### config.mk
export PLATFORM = sky130hd
export DESIGN_NAME = buf_packer_flat
export DESIGN_NICKNAME = d
export VERILOG_FILES = /design/src/rtl/buf_pkg.sv /design/src/rtl/buf_packer_if.sv /design/src/rtl/buf_packer.sv /design/src/flat_wrapper.sv
export SDC_FILE = /design/constraint.sdc
export NUM_CORES = 1
export LEC_CHECK = 0
export BUFFER_PORTS_ARGS = -buffer_cell sky130_fd_sc_hd__buf_2
export CAP_MARGIN = 20
export CELL_PAD_IN_SITES_DETAIL_PLACEMENT = 1
export CELL_PAD_IN_SITES_GLOBAL_PLACEMENT = 2
export CORE_ASPECT_RATIO = 2
export CORE_MARGIN = 2
export CORE_UTILIZATION = 38
export CTS_CLUSTER_SIZE = 25
export DETAILED_ROUTE_END_ITERATION = 16
export PLACE_DENSITY = 0.87
export SLEW_MARGIN = 40
export SYNTH_ARGS = -nofsm -noshare
export SYNTH_HDL_FRONTEND = slang
export SYNTH_SLANG_ARGS = --single-unit
### constraint.sdc
create_clock -name clock -period 4.6 [get_ports clock]
set_clock_uncertainty 0.2 [all_clocks]
set_input_delay 0.46 -clock clock [delete_from_list [all_inputs] [get_ports clock]]
set_output_delay 0.46 -clock clock [all_outputs]
set_load 0.005 [all_outputs]
### src/rtl/buf_pkg.sv
// Shared definitions for the simulation buffer: pixel/word widths and the
// write-side packing state encoding, also used by the buffer read side.
package buf_pkg;

  localparam int PIX_W  = 16;
  localparam int WORD_W = 32;

  typedef enum logic [1:0] {
    IDLE = 2'd0,
    LOW  = 2'd1,
    HIGH = 2'd2
  } pack_state_t;

endpackage

### src/rtl/buf_packer_if.sv
// Pixel stream handshake into the buffer packer: valid/ready beat with
// frame-start and flush qualifiers plus the harness throttle.
interface buf_packer_if;
  import buf_pkg::*;

  logic             in_valid;
  logic             in_ready;
  logic [PIX_W-1:0] in_data;
  logic             in_sof;
  logic             in_flush;
  logic             hold;

  modport master (
    output in_valid, in_data, in_sof, in_flush, hold,
    input  in_ready
  );

  modport slave (
    input  in_valid, in_data, in_sof, in_flush, hold,
    output in_ready
  );

endinterface

### src/rtl/buf_packer.sv
// Packs two 16-bit pixels per 32-bit word and drives the buffer write port
// with sequential addresses, frame restart, partial flush and drop-on-full.
//
// state | meaning
// IDLE  | no frame started yet; non-SOF beats are discarded
// LOW   | frame active, no pending half-word
// HIGH  | frame active, low half-word latched in low_q
module buf_packer
  import buf_pkg::*;
#(
  parameter int ADDR_W    = 14,
  parameter int LAST_ADDR = (1 << ADDR_W) - 1
) (
  input  logic              clock,
  input  logic              reset_n,
  buf_packer_if.slave       pix,
  output logic              wren,
  output logic [WORD_W-1:0] data,
  output logic [ADDR_W-1:0] address,
  output logic [ADDR_W:0]   word_count,
  output logic              full,
  output logic              overflow
);

  localparam logic [ADDR_W:0] LAST_PTR = (ADDR_W+1)'(LAST_ADDR);
  localparam logic [ADDR_W:0] PTR_ONE  = (ADDR_W+1)'(1);

  pack_state_t      state;
  logic [PIX_W-1:0] low_q;
  logic [ADDR_W:0]  ptr_q;

  logic              accept;
  logic              restart;
  logic              wr_req;
  logic [WORD_W-1:0] wr_word;
  logic [ADDR_W:0]   base_ptr;
  logic [ADDR_W:0]   base_cnt;
  logic              base_full;

  assign pix.in_ready = reset_n & ~pix.hold;
  assign accept       = pix.in_valid & pix.in_ready;
  assign restart      = accept & pix.in_sof;

  // A restarting beat sees a fresh frame: pointer, count and full all zero.
  assign base_ptr  = restart ? '0 : ptr_q;
  assign base_cnt  = restart ? '0 : word_count;
  assign base_full = restart ? 1'b0 : full;

  always_comb begin
    wr_req  = 1'b0;
    wr_word = '0;
    if (restart) begin
      if (pix.in_flush) begin
        wr_req  = 1'b1;
        wr_word = {{PIX_W{1'b0}}, pix.in_data};
      end
    end else begin
      case (state)
        LOW: begin
          if (accept && pix.in_flush) begin
            wr_req  = 1'b1;
            wr_word = {{PIX_W{1'b0}}, pix.in_data};
          end
        end
        HIGH: begin
          if (accept) begin
            wr_req  = 1'b1;
            wr_word = {pix.in_data, low_q};
          end else if (pix.in_flush) begin
            wr_req  = 1'b1;
            wr_word = {{PIX_W{1'b0}}, low_q};
          end
        end
        default: ;
      endcase
    end
  end

  always_ff @(posedge clock or negedge reset_n) begin
    if (!reset_n) begin
      state      <= IDLE;
      low_q      <= '0;
      ptr_q      <= '0;
      wren       <= 1'b0;
      data       <= '0;
      address    <= '0;
      word_count <= '0;
      full       <= 1'b0;
      overflow   <= 1'b0;
    end else begin
      if (restart) begin
        low_q <= pix.in_data;
        state <= pix.in_flush ? LOW : HIGH;
      end else begin
        case (state)
          IDLE: ;
          LOW: begin
            if (accept && !pix.in_flush) begin
              low_q <= pix.in_data;
              state <= HIGH;
            end
          end
          HIGH: begin
            if (accept || pix.in_flush) state <= LOW;
          end
          default: state <= IDLE;
        endcase
      end

      if (restart) begin
        ptr_q      <= '0;
        word_count <= '0;
        full       <= 1'b0;
      end

      if (accept && !pix.in_sof && full) overflow <= 1'b1;

      wren <= 1'b0;
      if (wr_req && !base_full) begin
        wren       <= 1'b1;
        data       <= wr_word;
        address    <= base_ptr[ADDR_W-1:0];
        ptr_q      <= base_ptr + PTR_ONE;
        word_count <= base_cnt + PTR_ONE;
        if (base_ptr == LAST_PTR) full <= 1'b1;
      end
    end
  end

endmodule

### src/flat_wrapper.sv
// flat-port wrapper written by rule: the top's interface ports become plain ports
module buf_packer_flat import buf_pkg::*;
#(
  parameter int ADDR_W    = 14,
  parameter int LAST_ADDR = (1 << ADDR_W) - 1
)
  (clock, reset_n, wren, data, address, word_count, full, overflow, pix_in_valid, pix_in_data, pix_in_sof, pix_in_flush, pix_hold, pix_in_ready);
  buf_packer_if pix_i ();
  input  logic clock;
  input  logic reset_n;
  output logic wren;
  output logic [WORD_W-1:0] data;
  output logic [ADDR_W-1:0] address;
  output logic [ADDR_W:0] word_count;
  output logic full;
  output logic overflow;
  input wire logic [$bits(pix_i.in_valid)-1:0] pix_in_valid;
  input wire logic [$bits(pix_i.in_data)-1:0] pix_in_data;
  input wire logic [$bits(pix_i.in_sof)-1:0] pix_in_sof;
  input wire logic [$bits(pix_i.in_flush)-1:0] pix_in_flush;
  input wire logic [$bits(pix_i.hold)-1:0] pix_hold;
  output wire logic [$bits(pix_i.in_ready)-1:0] pix_in_ready;
  assign pix_i.in_valid = pix_in_valid;
  assign pix_i.in_data = pix_in_data;
  assign pix_i.in_sof = pix_in_sof;
  assign pix_i.in_flush = pix_in_flush;
  assign pix_i.hold = pix_hold;
  assign pix_in_ready = pix_i.in_ready;
  buf_packer #(.ADDR_W(ADDR_W), .LAST_ADDR(LAST_ADDR)) u_core (.clock(clock), .reset_n(reset_n), .pix(pix_i), .wren(wren), .data(data), .address(address), .word_count(word_count), .full(full), .overflow(overflow));
endmodule
==> results by group, run 1 <==
Run status
  – Outcome: finished clean

Setup path
  – CP delay by family, top: buffers and inverters
  – Worst r2r path cells: 8
  – Crit-path cells: dlygate4sd3_1 -> buf_4 -> nand4b_4 -> nand4_1 -> and2_2 -> buf_4 -> a22o_1 -> a21o_1
  – CP max FO: 42
  – Reg-to-Reg End: u_core.data[11]
  – Cell mode on critical path: buf_4
  – Crit path buffers/inverters: 3
  – CP peak stage delay: 590 ps
  – Setup CP Type: input port to register
  – Worst endpoint required time: 4690 ps
  – Reg2reg start: u_core.state[0]
  – Crit start category: input port
  – Worst setup EP type: register
  – Worst path slowest cell: and2_2
  – CP Data Arrival Time: 3500 ps
  – R2R Setup Slk: 1520 ps

Cells and area
  – Post-route cell area: 5260 µm²
  – ANT cells: 0
  – Layout area overhead: 20.0%
  – Register area: 2430 µm²
  – Multi-input combinational cell area: 1810 µm²
  – Layout filler cell count: 1295
  – Final nets: 510
  – Share of cells above drive strength 1: 27.1%

Worst hold path
  – Hold Path Sink: u_core.data[3]
  – Hold_sp: pix_in_data[3]
  – Hold depth: 2
  – Hold WC Path Type: input port to register

Clock tree
  – Clock transition at path regs: 70 ps
  – CTS tree: done
  – Later-pin clock latency in the skew report: 340 ps
  – Num CTS Buffers: 9
  – Clock sink count: 97
  – H-tree levels: 3
  – Root Buffer: clkbuf_16
  – Clk buf depth: 2

Floorplan
  – Initial Utilization: 38.8%
  – Die footprint: 12500 µm²
  – Die W: 79.9 µm
  – # rows: 55
  – Die height: 156 µm
  – IO Pins: 87
  – Core area: 11300 µm²

Synth
  – Synth unique cells: 44
  – Share of the synthesized area in the top cell type: 55.4%
  – Synth Net Count: 434
  – Top cells by area in the synthesized netlist: dfrtp_1 55%, nand2_1 6.2%, o21ai_0 4.2%, mux2_2 4.1%, a22o_1 3.2%
  – Post-synth EDFFs: 0
  – Total number of yosys warnings: 0
  – Post-Syn Area: 4380 µm²
  – Cells after Synth: 409
  – Syn avg cell area: 10.7 µm²
  – Async SR Flop Fraction: 100%
  – Post-synthesis register bit count: 97
  – Register area share after synthesis: 55.4%
  – Most used DFF post-synth: dfrtp_1
  – Largest area contributor in the netlist: dfrtp_1

Power
  – Power per cell area: 483 nW/µm²
  – Leakage: 2.70 nW
  – P_sw: 0.730 mW
  – Switching part of the total: 28.8%
  – Flop pwr share: 43.7%
  – Max VDD drop: 0.227 mV
  – Clk network pwr share: 34.7%
  – Combinational share of power: 21.6%
  – Internal Power: 1.81 mW

Global routing
  – Vias in the first global route: 3554
  – First-pass GRT wire length: 17600 µm
  – Tot GR Track Use: 18.2%
  – Initial antenna violation count: 0
  – Largest net degree at the start of global routing: 74
  – GRT overflow: 0

Drt
  – DR vias: 3280
  – Drt initial violations: 117
  – First-pass detailed-route iteration total: 4
  – Drt wl/cell: 16.8 µm
  – Post-route DRC violation count: 0
  – Vias per inst: 5.19
  – Antenna Nets Post-Route: 0
  – Final wirelength: 10600 µm

Placement
  – Area after DPL: 4890 µm²
  – Post-DP HPWL: 7530 µm
  – Number of port buffers: 86
  – Final GP Congestion: 0.795
  – Setup WS pre-CTS: 1330 ps

Timing
  – Setup TNS: 0 ps
  – F_max: 294 MHz
  – Final Worst Setup Slack: 1190 ps
  – Hold Vio Cnt, Final: 0
  – Tcrit/Tclk final: 74.0%
  – Endpoints failing setup: 0
  – Fin. max-slew vios: 0
  – Least-Margin Pin Slew: 826 ps
  – RSZ-0062 raised after global routing: no
  – Min cycle time layout: 3410 ps
  – Slew HR: 44.9%

Run
  – Max cap viols: 0
-- cell type report --
cell class,instances,area share (%)
multi-input cells,280,34.4
flip-flops and latches,97,46.2
clock inverters,7,2.40
clock buffers,9,4.28
repair buffers,89,8.78
well taps,142,3.38
inverters,8,0.571
-- flip-flops by register name, summed over array words and instances, names as in the netlist --
signal,count
u_core.wren,1
u_core.state,2
u_core.word_count,15
u_core.overflow,1
u_core.low_q,16
u_core.ptr_q,15
u_core.data,32
u_core.full,1
u_core.address,14
-- per-stage QoR --
step	util, %	total power [mW]	instances	hold slack [ps]
2_1_floorplan	-	1.46	409	-35.6
3_3_place_gp	43.2	1.65	615	215
3_5_place_dp	43.4	1.68	615	227
4_1_cts	46.6	2.58	632	130
5_1_grt	46.6	2.68	632	146
6_report	46.6	2.54	632	140
-- cell usage in the layout, fill, tap and decap left out, types with 2 or more instances in the layout --
master	n
inv_1	8
nor2_1	26
nand2b_1	3
o211ai_1	3
dfrtp_1	97
xor2_1	15
o21ai_0	37
mux2_2	16
nor2b_1	3
a31oi_1	2
xnor2_1	6
buf_2	85
clkbuf_16	9
nand3_1	10
buf_4	2
nand2_1	72
or3_1	2
bufinv_16	3
a21o_1	18
a22o_1	16
ha_1	3
nand4_1	6
a21oi_4	2
and3_1	5
mux2i_1	5
a21oi_1	6
and2_1	4
-- synthesized netlist by cell type (2+ instances only) --
| library cell | count |
|---|---|
| a21o_1 | 18 |
| a21oi_1 | 6 |
| a22o_1 | 16 |
| a31oi_1 | 2 |
| and2_1 | 5 |
| and3_1 | 6 |
| buf_2 | 8 |
| buf_6 | 5 |
| clkbuf_1 | 11 |
| dfrtp_1 | 97 |
| ha_1 | 3 |
| inv_1 | 8 |
| mux2_2 | 16 |
| mux2i_1 | 5 |
| nand2_1 | 72 |
| nand2b_1 | 3 |
| nand3_1 | 10 |
| nand4_1 | 6 |
| nor2_1 | 26 |
| nor2b_1 | 3 |
| o211ai_1 | 3 |
| o21ai_0 | 37 |
| o21bai_1 | 2 |
| or3_1 | 2 |
| xnor2_1 | 6 |
| xor2_1 | 15 |
-- routing by layer --
layer	wire, µm	global-route usage (%)
met5	0	0
met4	279	7.59
met3	370	3.30
met2	6000	34.1
met1	3960	19.4
-- worst max-delay path by stage --
stage	start	endpoint	slack, ps	cells past startpoint
3_3_place_gp	reset_n	u_core.data[14]	1440	7
5_1_grt	reset_n	u_core.data[12]	880	8
3_5_place_dp	reset_n	u_core.data[11]	1330	7
4_1_cts	reset_n	u_core.data[9]	1160	8
6_report	reset_n	u_core.data[11]	1190	8
2_1_floorplan	u_core.state[0]	u_core.data[0]	2410	9
-- power by group through the flow --
stage / Clock [mW] / Sequential, mW / Combinational (mW)
final: 0.879 / 1.11 / 0.549
after global routing: 0.930 / 1.13 / 0.625
after CTS: 0.903 / 1.11 / 0.561
after detailed placement: 0 / 1.13 / 0.554
after global placement: 0 / 1.12 / 0.535
after floorplan: 0 / 1.11 / 0.354
-- repair_timing --
item / in CTS / in global routing
endpoints found under the hold margin: 24 / 0
hold buffers: 1 / 0
gates resized for setup: 0 / 0
endpoints found under the setup margin: 0 / 0
setup buffers: 0 / 0
-- cells by family (layout without fill, tap and decap cells) --
kind of cell | count (synthesis) | count (layout) | share of synthesized area, %
mux | 21 | 21 | 5.25
compound gates | 94 | 94 | 15.0
xor+xnor | 21 | 21 | 4.20
buf+inv | 32 | 113 | 3.83
simple gates | 141 | 141 | 15.5
flops | 97 | 97 | 55.4
fa+ha+maj | 3 | 3 | 0.857
(Power assumes the default switching activity.)
==> run 2: changes to the inputs <==
--- a/config.mk
+++ b/config.mk
@@ -11,10 +11,10 @@
 export CELL_PAD_IN_SITES_GLOBAL_PLACEMENT = 2
 export CORE_ASPECT_RATIO = 2
 export CORE_MARGIN = 2
-export CORE_UTILIZATION = 38
+export CORE_UTILIZATION = 35
 export CTS_CLUSTER_SIZE = 25
 export DETAILED_ROUTE_END_ITERATION = 16
-export PLACE_DENSITY = 0.87
+export PLACE_DENSITY = 0.81
 export SLEW_MARGIN = 40
 export SYNTH_ARGS = -nofsm -noshare
 export SYNTH_HDL_FRONTEND = slang
==> constraint.sdc (replaced) <==
create_clock -name clock -period 3.3 [get_ports clock]
set_clock_uncertainty 0.2 [all_clocks]
set_input_delay 0.33 -clock clock [delete_from_list [all_inputs] [get_ports clock]]
set_output_delay 0.33 -clock clock [all_outputs]
set_load 0.005 [all_outputs]
==> run 2 against run 1 <==
  * Non-clock buffer count up 8
  * Highest routed layer unchanged
  * Via count rose by 1.8%
  * Die area is 8.2% higher
  * Cell count up 2.1%
  * Critical endpoint unchanged
==> results by group, run 2 (same netlist as run 1, synthesis figures left out) <==
Cells and area
  – Final nets: 518 (+1.6%)
  – Top Registers: u_core.data x32, u_core.low_q x16
  – ANT cells: 0 (unchanged)
  – Post-route cell area: 5260 µm² (about the same)
  – Most common cell after layout, fill and taps aside: dfrtp_1
  – Most flops, register: u_core.data
  – Max reg flops: 32 (unchanged)
  – Most frequent cells in the layout: 97 x dfrtp_1, 85 x buf_2, 72 x nand2_1
  – Layout area overhead: 19.9% (about the same)
  – Share of cells above drive strength 1: 28.1% (+0.97 points)

Clock tree
  – Hold-fix buffers, CTS: 1 (unchanged)
  – Clk buf depth: 2 (unchanged)
  – Root Buffer: clkbuf_16
  – Setup bufs post-CTS: 0 (unchanged)
  – H-tree levels: 3 (unchanged)
  – Num CTS Buffers: 9 (unchanged)
  – Clock sink count: 97 (unchanged)
  – Clock transition at path regs: 70 ps (about the same)
  – Later-pin clock latency in the skew report: 340 ps (about the same)
  – Resized cells post-CTS: 0 (unchanged)
  – CTS tree: done

Global routing
  – Largest net degree at the start of global routing: 62 (-16%)
  – GRT overflow: 0 (unchanged)
  – Initial antenna violation count: 0 (unchanged)
  – Tot GR Track Use: 17.2% (-1.0 points)
  – Vias in the first global route: 3649 (+2.7%)
  – First-pass GRT wire length: 18600 µm (+5.5%)

Worst hold path
  – Hold WC Path Type: input port to register
  – Hold depth: 2 (unchanged)

Setup path
  – Worst r2r path cells: 8 (unchanged)
  – CP Data Arrival Time: 2710 ps (-790 ps)
  – Worst setup EP type: register
  – Worst endpoint required time: 3380 ps (-1310 ps)
  – CP max FO: 16 (-62%)
  – Setup CP Type: input port to register
  – Crit start category: input port

Floorplan
  – Die footprint: 13500 µm² (+8.2%)
  – IO Pins: 87 (unchanged)
  – Die height: 162 µm (+4.1%)
  – # rows: 57 (+3.6%)
  – Core area: 12200 µm² (+8.1%)
  – Die W: 83.1 µm (+4.0%)
  – Initial Utilization: 35.9% (-2.9 points)

Run
  – Max cap viols: 0 (unchanged)

Power
  – Switching part of the total: 30.9% (+2.2 points)
  – Leakage: 2.72 nW (+0.74%)
  – Clk network pwr share: 30.3% (-4.4 points)
  – Power per cell area: 638 nW/µm² (+32%)
  – Max VDD drop: 0.290 mV (+28%)
  – Combinational share of power: 23.4% (+1.8 points)
  – P_sw: 1.04 mW (+42%)
  – Internal Power: 2.31 mW (+28%)
  – Flop pwr share: 46.3% (+2.6 points)

Placement
  – Final GP Congestion: 0.768 (-3.4%)
  – Number of port buffers: 86 (unchanged)
  – Area after DPL: 4950 µm² (+1.2%)
  – Setup WS pre-CTS: 667 ps (-660 ps)
  – Post-DP HPWL: 8070 µm (+7.2%)

Timing
  – Least-Margin Pin Slew: 757 ps (-69.3 ps)
  – Fin. max-slew vios: 0 (unchanged)
  – Setup TNS: 0 ps (unchanged)
  – Slew HR: 49.5% (+4.6 points)
  – Hold Slack: 22.1 ps (-118 ps)
  – RSZ-0062 raised after global routing: no
  – Final Worst Setup Slack: 667 ps (-527 ps)
  – Endpoints failing setup: 0 (unchanged)
  – Min cycle time layout: 2630 ps
  – Tcrit/Tclk final: 79.8%
  – Hold Vio Cnt, Final: 0 (unchanged)
  – F_max: 380 MHz

Drt
  – Post-route DRC violation count: 0 (unchanged)
  – Drt initial violations: 100 (-15%)
  – Antenna Nets Post-Route: 0 (unchanged)
  – Drt wl/cell: 16.9 µm (+0.51%)
  – First-pass detailed-route iteration total: 4 (unchanged)
  – Vias per inst: 5.18 (-0.28%)
  – DR vias: 3338 (+1.8%)
  – Final wirelength: 10900 µm (+2.6%)

Run status
  – Outcome: finished clean
-- run 2: per-stage QoR --
| step | cells | total power, mW | utilization [%] |
|---|---|---|---|
| floorplan | 409 | 2.04 | - |
| global placement | 628 | 2.33 | 40.6 |
| detailed placement | 628 | 2.38 | 40.6 |
| CTS | 645 | 3.41 | 43.1 |
| global route | 645 | 3.55 | 43.1 |
| finish | 645 | 3.35 | 43.1 |
-- run 2: metal layers --
metal | GRT usage (%) | share of wire, % | up-vias | wire length [µm]
met3 | 2.85 | 3.1 | 13 | 342
li1 | - | - | 1572 | -
met5 | 0 | 0 | - | 0
met1 | 18.2 | 38 | 1688 | 4150
met4 | 6.48 | 1.7 | 0 | 189
met2 | 33.2 | 57 | 65 | 6210
-- run 2: critical path, cell delays in order --
cell and delay, ps:
dlygate4sd3_1 530, buf_4 240, and4bb_1 290, a32o_2 260
a31oi_1 150, nor3b_4 670, a21o_1 220
-- run 2: final timing paths --
kind                                       from         endpoint  slack, ps
worst max-delay path                    reset_n  u_core.data[11]        670
worst min-delay path             pix_in_data[1]   u_core.data[1]         20
worst max register to register  u_core.state[0]  u_core.data[11]        670
worst min register to register  u_core.overflow  u_core.overflow        270
max in group asynchronous               reset_n  u_core.low_q[7]       1490
min in group asynchronous               reset_n  u_core.low_q[2]        190
-- run 2: power by group through the flow --
stage,Sequential [mW],Clock (mW),Combinational [mW]
CTS,1.56,1.05,0.803
finish,1.55,1.01,0.785
floorplan,1.55,0,0.494
detailed placement,1.58,0,0.798
global route,1.58,1.09,0.882
global placement,1.57,0,0.760
-- run 2: final cells by class --
type | count | area, µm²
timing repair buffer | 97 | 534
multi-input combinational | 280 | 1790
sequential | 97 | 2430
fill | 1385 | 6940
clock buffer | 9 | 225
tap | 147 | 184
clock inverter | 7 | 62.6
inverter | 8 | 30.0
==> run 3: changes to the inputs <==
==> constraint.sdc (replaced) <==
create_clock -name clock -period 2.45 [get_ports clock]
set_clock_uncertainty 0.2 [all_clocks]
set_input_delay 0.245 -clock clock [delete_from_list [all_inputs] [get_ports clock]]
set_output_delay 0.245 -clock clock [all_outputs]
set_load 0.005 [all_outputs]
==> run 3 against run 2 <==
  * Worst hold slack better by 34 ps
  * Core utilization increased by 2.7 points
  * Routed wire length is 3.8% higher
  * Highest routed layer unchanged
  * Sequential share of layout area shrank 2.7 points
  * Die area unchanged
  * Critical path depth grew 1
  * Global-route usage up 0.20 points
  * Clock-buffer cell count is 1 higher
  * Sequential cell count unchanged
==> results by group, run 3 (same netlist as run 1, synthesis figures left out) <==
Timing
  – Hold Vio Cnt, Final: 0 (unchanged)
  – Least-Margin Pin Slew: 484 ps (-273 ps)
  – Min cycle time layout: 2340 ps
  – Final Worst Setup Slack: 110 ps (-557 ps)
  – F_max: 427 MHz
  – Setup TNS: 0 ps (unchanged)
  – Fin. max-slew vios: 0 (unchanged)
  – Slew HR: 67.7% (+18 points)
  – Tcrit/Tclk final: 95.5%
  – Endpoints failing setup: 0 (unchanged)

Clock tree
  – CTS tree: done
  – Later-pin clock latency in the skew report: 350 ps (about the same)
  – Clk buf depth: 2 (unchanged)
  – H-tree levels: 3 (unchanged)
  – Clock transition at path regs: 70 ps (about the same)
  – Root Buffer: clkbuf_16
  – Clock sink count: 97 (unchanged)
  – Num CTS Buffers: 9 (unchanged)

Cells and area
  – Share of cells above drive strength 1: 29.2% (+1.1 points)
  – Final nets: 544 (+5.0%)
  – ANT cells: 0 (unchanged)
  – Top Registers: u_core.data x32, u_core.low_q x16
  – Layout area overhead: 27.4%
  – Most flops, register: u_core.data
  – Most frequent cells in the layout: 97 x dfrtp_1, 85 x buf_2, 72 x nand2_1
  – Most common cell after layout, fill and taps aside: dfrtp_1
  – Max reg flops: 32 (unchanged)

Setup path
  – Crit. Startpoint: u_core.state[0]
  – CP max FO: 77 (+61)
  – Worst setup EP type: register
  – Crit start category: register
  – Reg2reg start: u_core.state[0]
  – CP Data Arrival Time: 2380 ps (-330 ps)
  – Setup CP Type: register to register
  – Worst endpoint required time: 2490 ps (-890 ps)

Power
  – Leakage: 2.86 nW (+5.3%)
  – Combinational share of power: 24.0% (+0.6 points)
  – Power per cell area: 868 nW/µm² (+36%)
  – Clk network pwr share: 32.9% (+2.6 points)
  – Switching part of the total: 29.5% (-1.4 points)
  – Flop pwr share: 43.0% (-3.3 points)
  – Max VDD drop: 0.391 mV (+35%)
  – P_sw: 1.43 mW (+38%)
  – Internal Power: 3.42 mW (+48%)

Placement
  – Setup WS pre-CTS: 54.3 ps (-613 ps)
  – Final GP Congestion: 0.772 (+0.48%)
  – Post-DP HPWL: 8260 µm (+2.3%)
  – Number of port buffers: 86 (unchanged)

Drt
  – Drt initial violations: 114 (+14%)
  – WL met3: 344 µm (+0.58%)
  – Met1 WL: 4300 µm (+3.6%)
  – DR vias: 3435 (+2.9%)
  – Post-route DRC violation count: 0 (unchanged)
  – Antenna Nets Post-Route: 0 (unchanged)
  – Drt wl/cell: 16.8 µm (-0.20%)
  – Final wirelength: 11300 µm (+3.8%)
  – Met2 wire len: 6420 µm (+3.5%)
  – First-pass detailed-route iteration total: 4 (unchanged)
  – Vias per inst: 5.12 (-1.1%)
  – Highest metal used: met4

Floorplan
  – IO Pins: 87 (unchanged)
  – Die height: 162 µm (unchanged)
  – Die W: 83.1 µm (unchanged)
  – # rows: 57 (unchanged)
  – Initial Utilization: 35.9% (unchanged)
  – Die footprint: 13500 µm² (unchanged)
  – Core area: 12200 µm² (unchanged)

Global routing
  – Initial antenna violation count: 0 (unchanged)
  – GRT overflow: 0 (unchanged)
  – Vias in the first global route: 3758 (+3.0%)
  – Largest net degree at the start of global routing: 78 (+26%)
  – First-pass GRT wire length: 18800 µm (+0.78%)
  – Tot GR Track Use: 17.4% (+0.20 points)

Run status
  – Outcome: finished clean

Run
  – Max cap viols: 0 (unchanged)

Worst hold path
  – Hold WC Path Type: input port to register
  – Hold_sp: pix_in_flush
[run 3: cell types whose count changed in the layout (fill, tap and decap cells not counted), moves of 2 or more]
cell | before | now
dlygate4sd3_1 | 1 | 17
buf_12 | 1 | 3
bufinv_16 | 0 | 2
buf_4 | 9 | 18
ha_1 | 3 | 1
[run 3: what timing repair did]
action / CTS / global route
endpoints found under the setup margin: 0 / 18
setup buffers: 0 / 2
endpoints found under the hold margin: 78 / 0
resized for setup: 0 / 5
hold buffers: 17 / 0
[run 3: cell type report]
cell class	count	area, µm²
Clock buffer	10	239
Sequential cell	97	2430
Inverter	8	30.0
Timing Repair Buffer	123	791
Multi-Input combinational cell	280	1820
Clock inverter	6	97.6
Tap cell	147	184
Fill cell	1373	6610
[run 3: power groups by stage]
stage                     clock, mW  combinational [mW]  sequential (mW)
after floorplan                   0               0.665             2.08
after global placement            0                1.06             2.10
after detailed placement          0                1.12             2.11
after CTS                      1.63                1.15             2.09
after global routing           1.70                1.30             2.12
final                          1.60                1.16             2.08
[run 3: final timing paths]
| kind | slack [ps] | depth (start not counted) | end |
|---|---|---|---|
| setup / recovery | 110 | 8 | u_core.data[10] |
| max in group asynchronous | 810 | 5 | u_core.ptr_q[8] |
| setup reg to reg | 110 | 8 | u_core.data[10] |
| hold / removal | 60 | 3 | u_core.state[0] |
| hold reg to reg | 270 | 1 | u_core.overflow |
| min in group asynchronous | 260 | 3 | u_core.low_q[0] |
[run 3: stage by stage]
stage	instances	utilization (%)	hold WS [ps]	power (mW)	instance area, µm²
floorplan	409	-	-251	2.75	4380
global placement	635	41.0	96.7	3.16	5010
detailed placement	636	41.2	101	3.24	5030
CTS	669	45.4	58.0	4.87	5530
global route	671	45.8	64.9	5.12	5580
finish	671	45.8	56.2	4.85	5580
[run 3: worst max-delay path, cell delays in order (launching register included)]
cell and delay [ps]:
dfrtp_1 410, inv_1 140, ha_2 260, nand3b_1 130
a21bo_1 240, and2_2 210, buf_12 200, a22o_1 270
a21o_1 150
[run 3: routing by layer]
layer	vias up	GRT usage, %
li1	1625	-
met1	1716	18.4
met2	76	33.5
met3	18	2.64
met4	0	7.15
met5	-	0
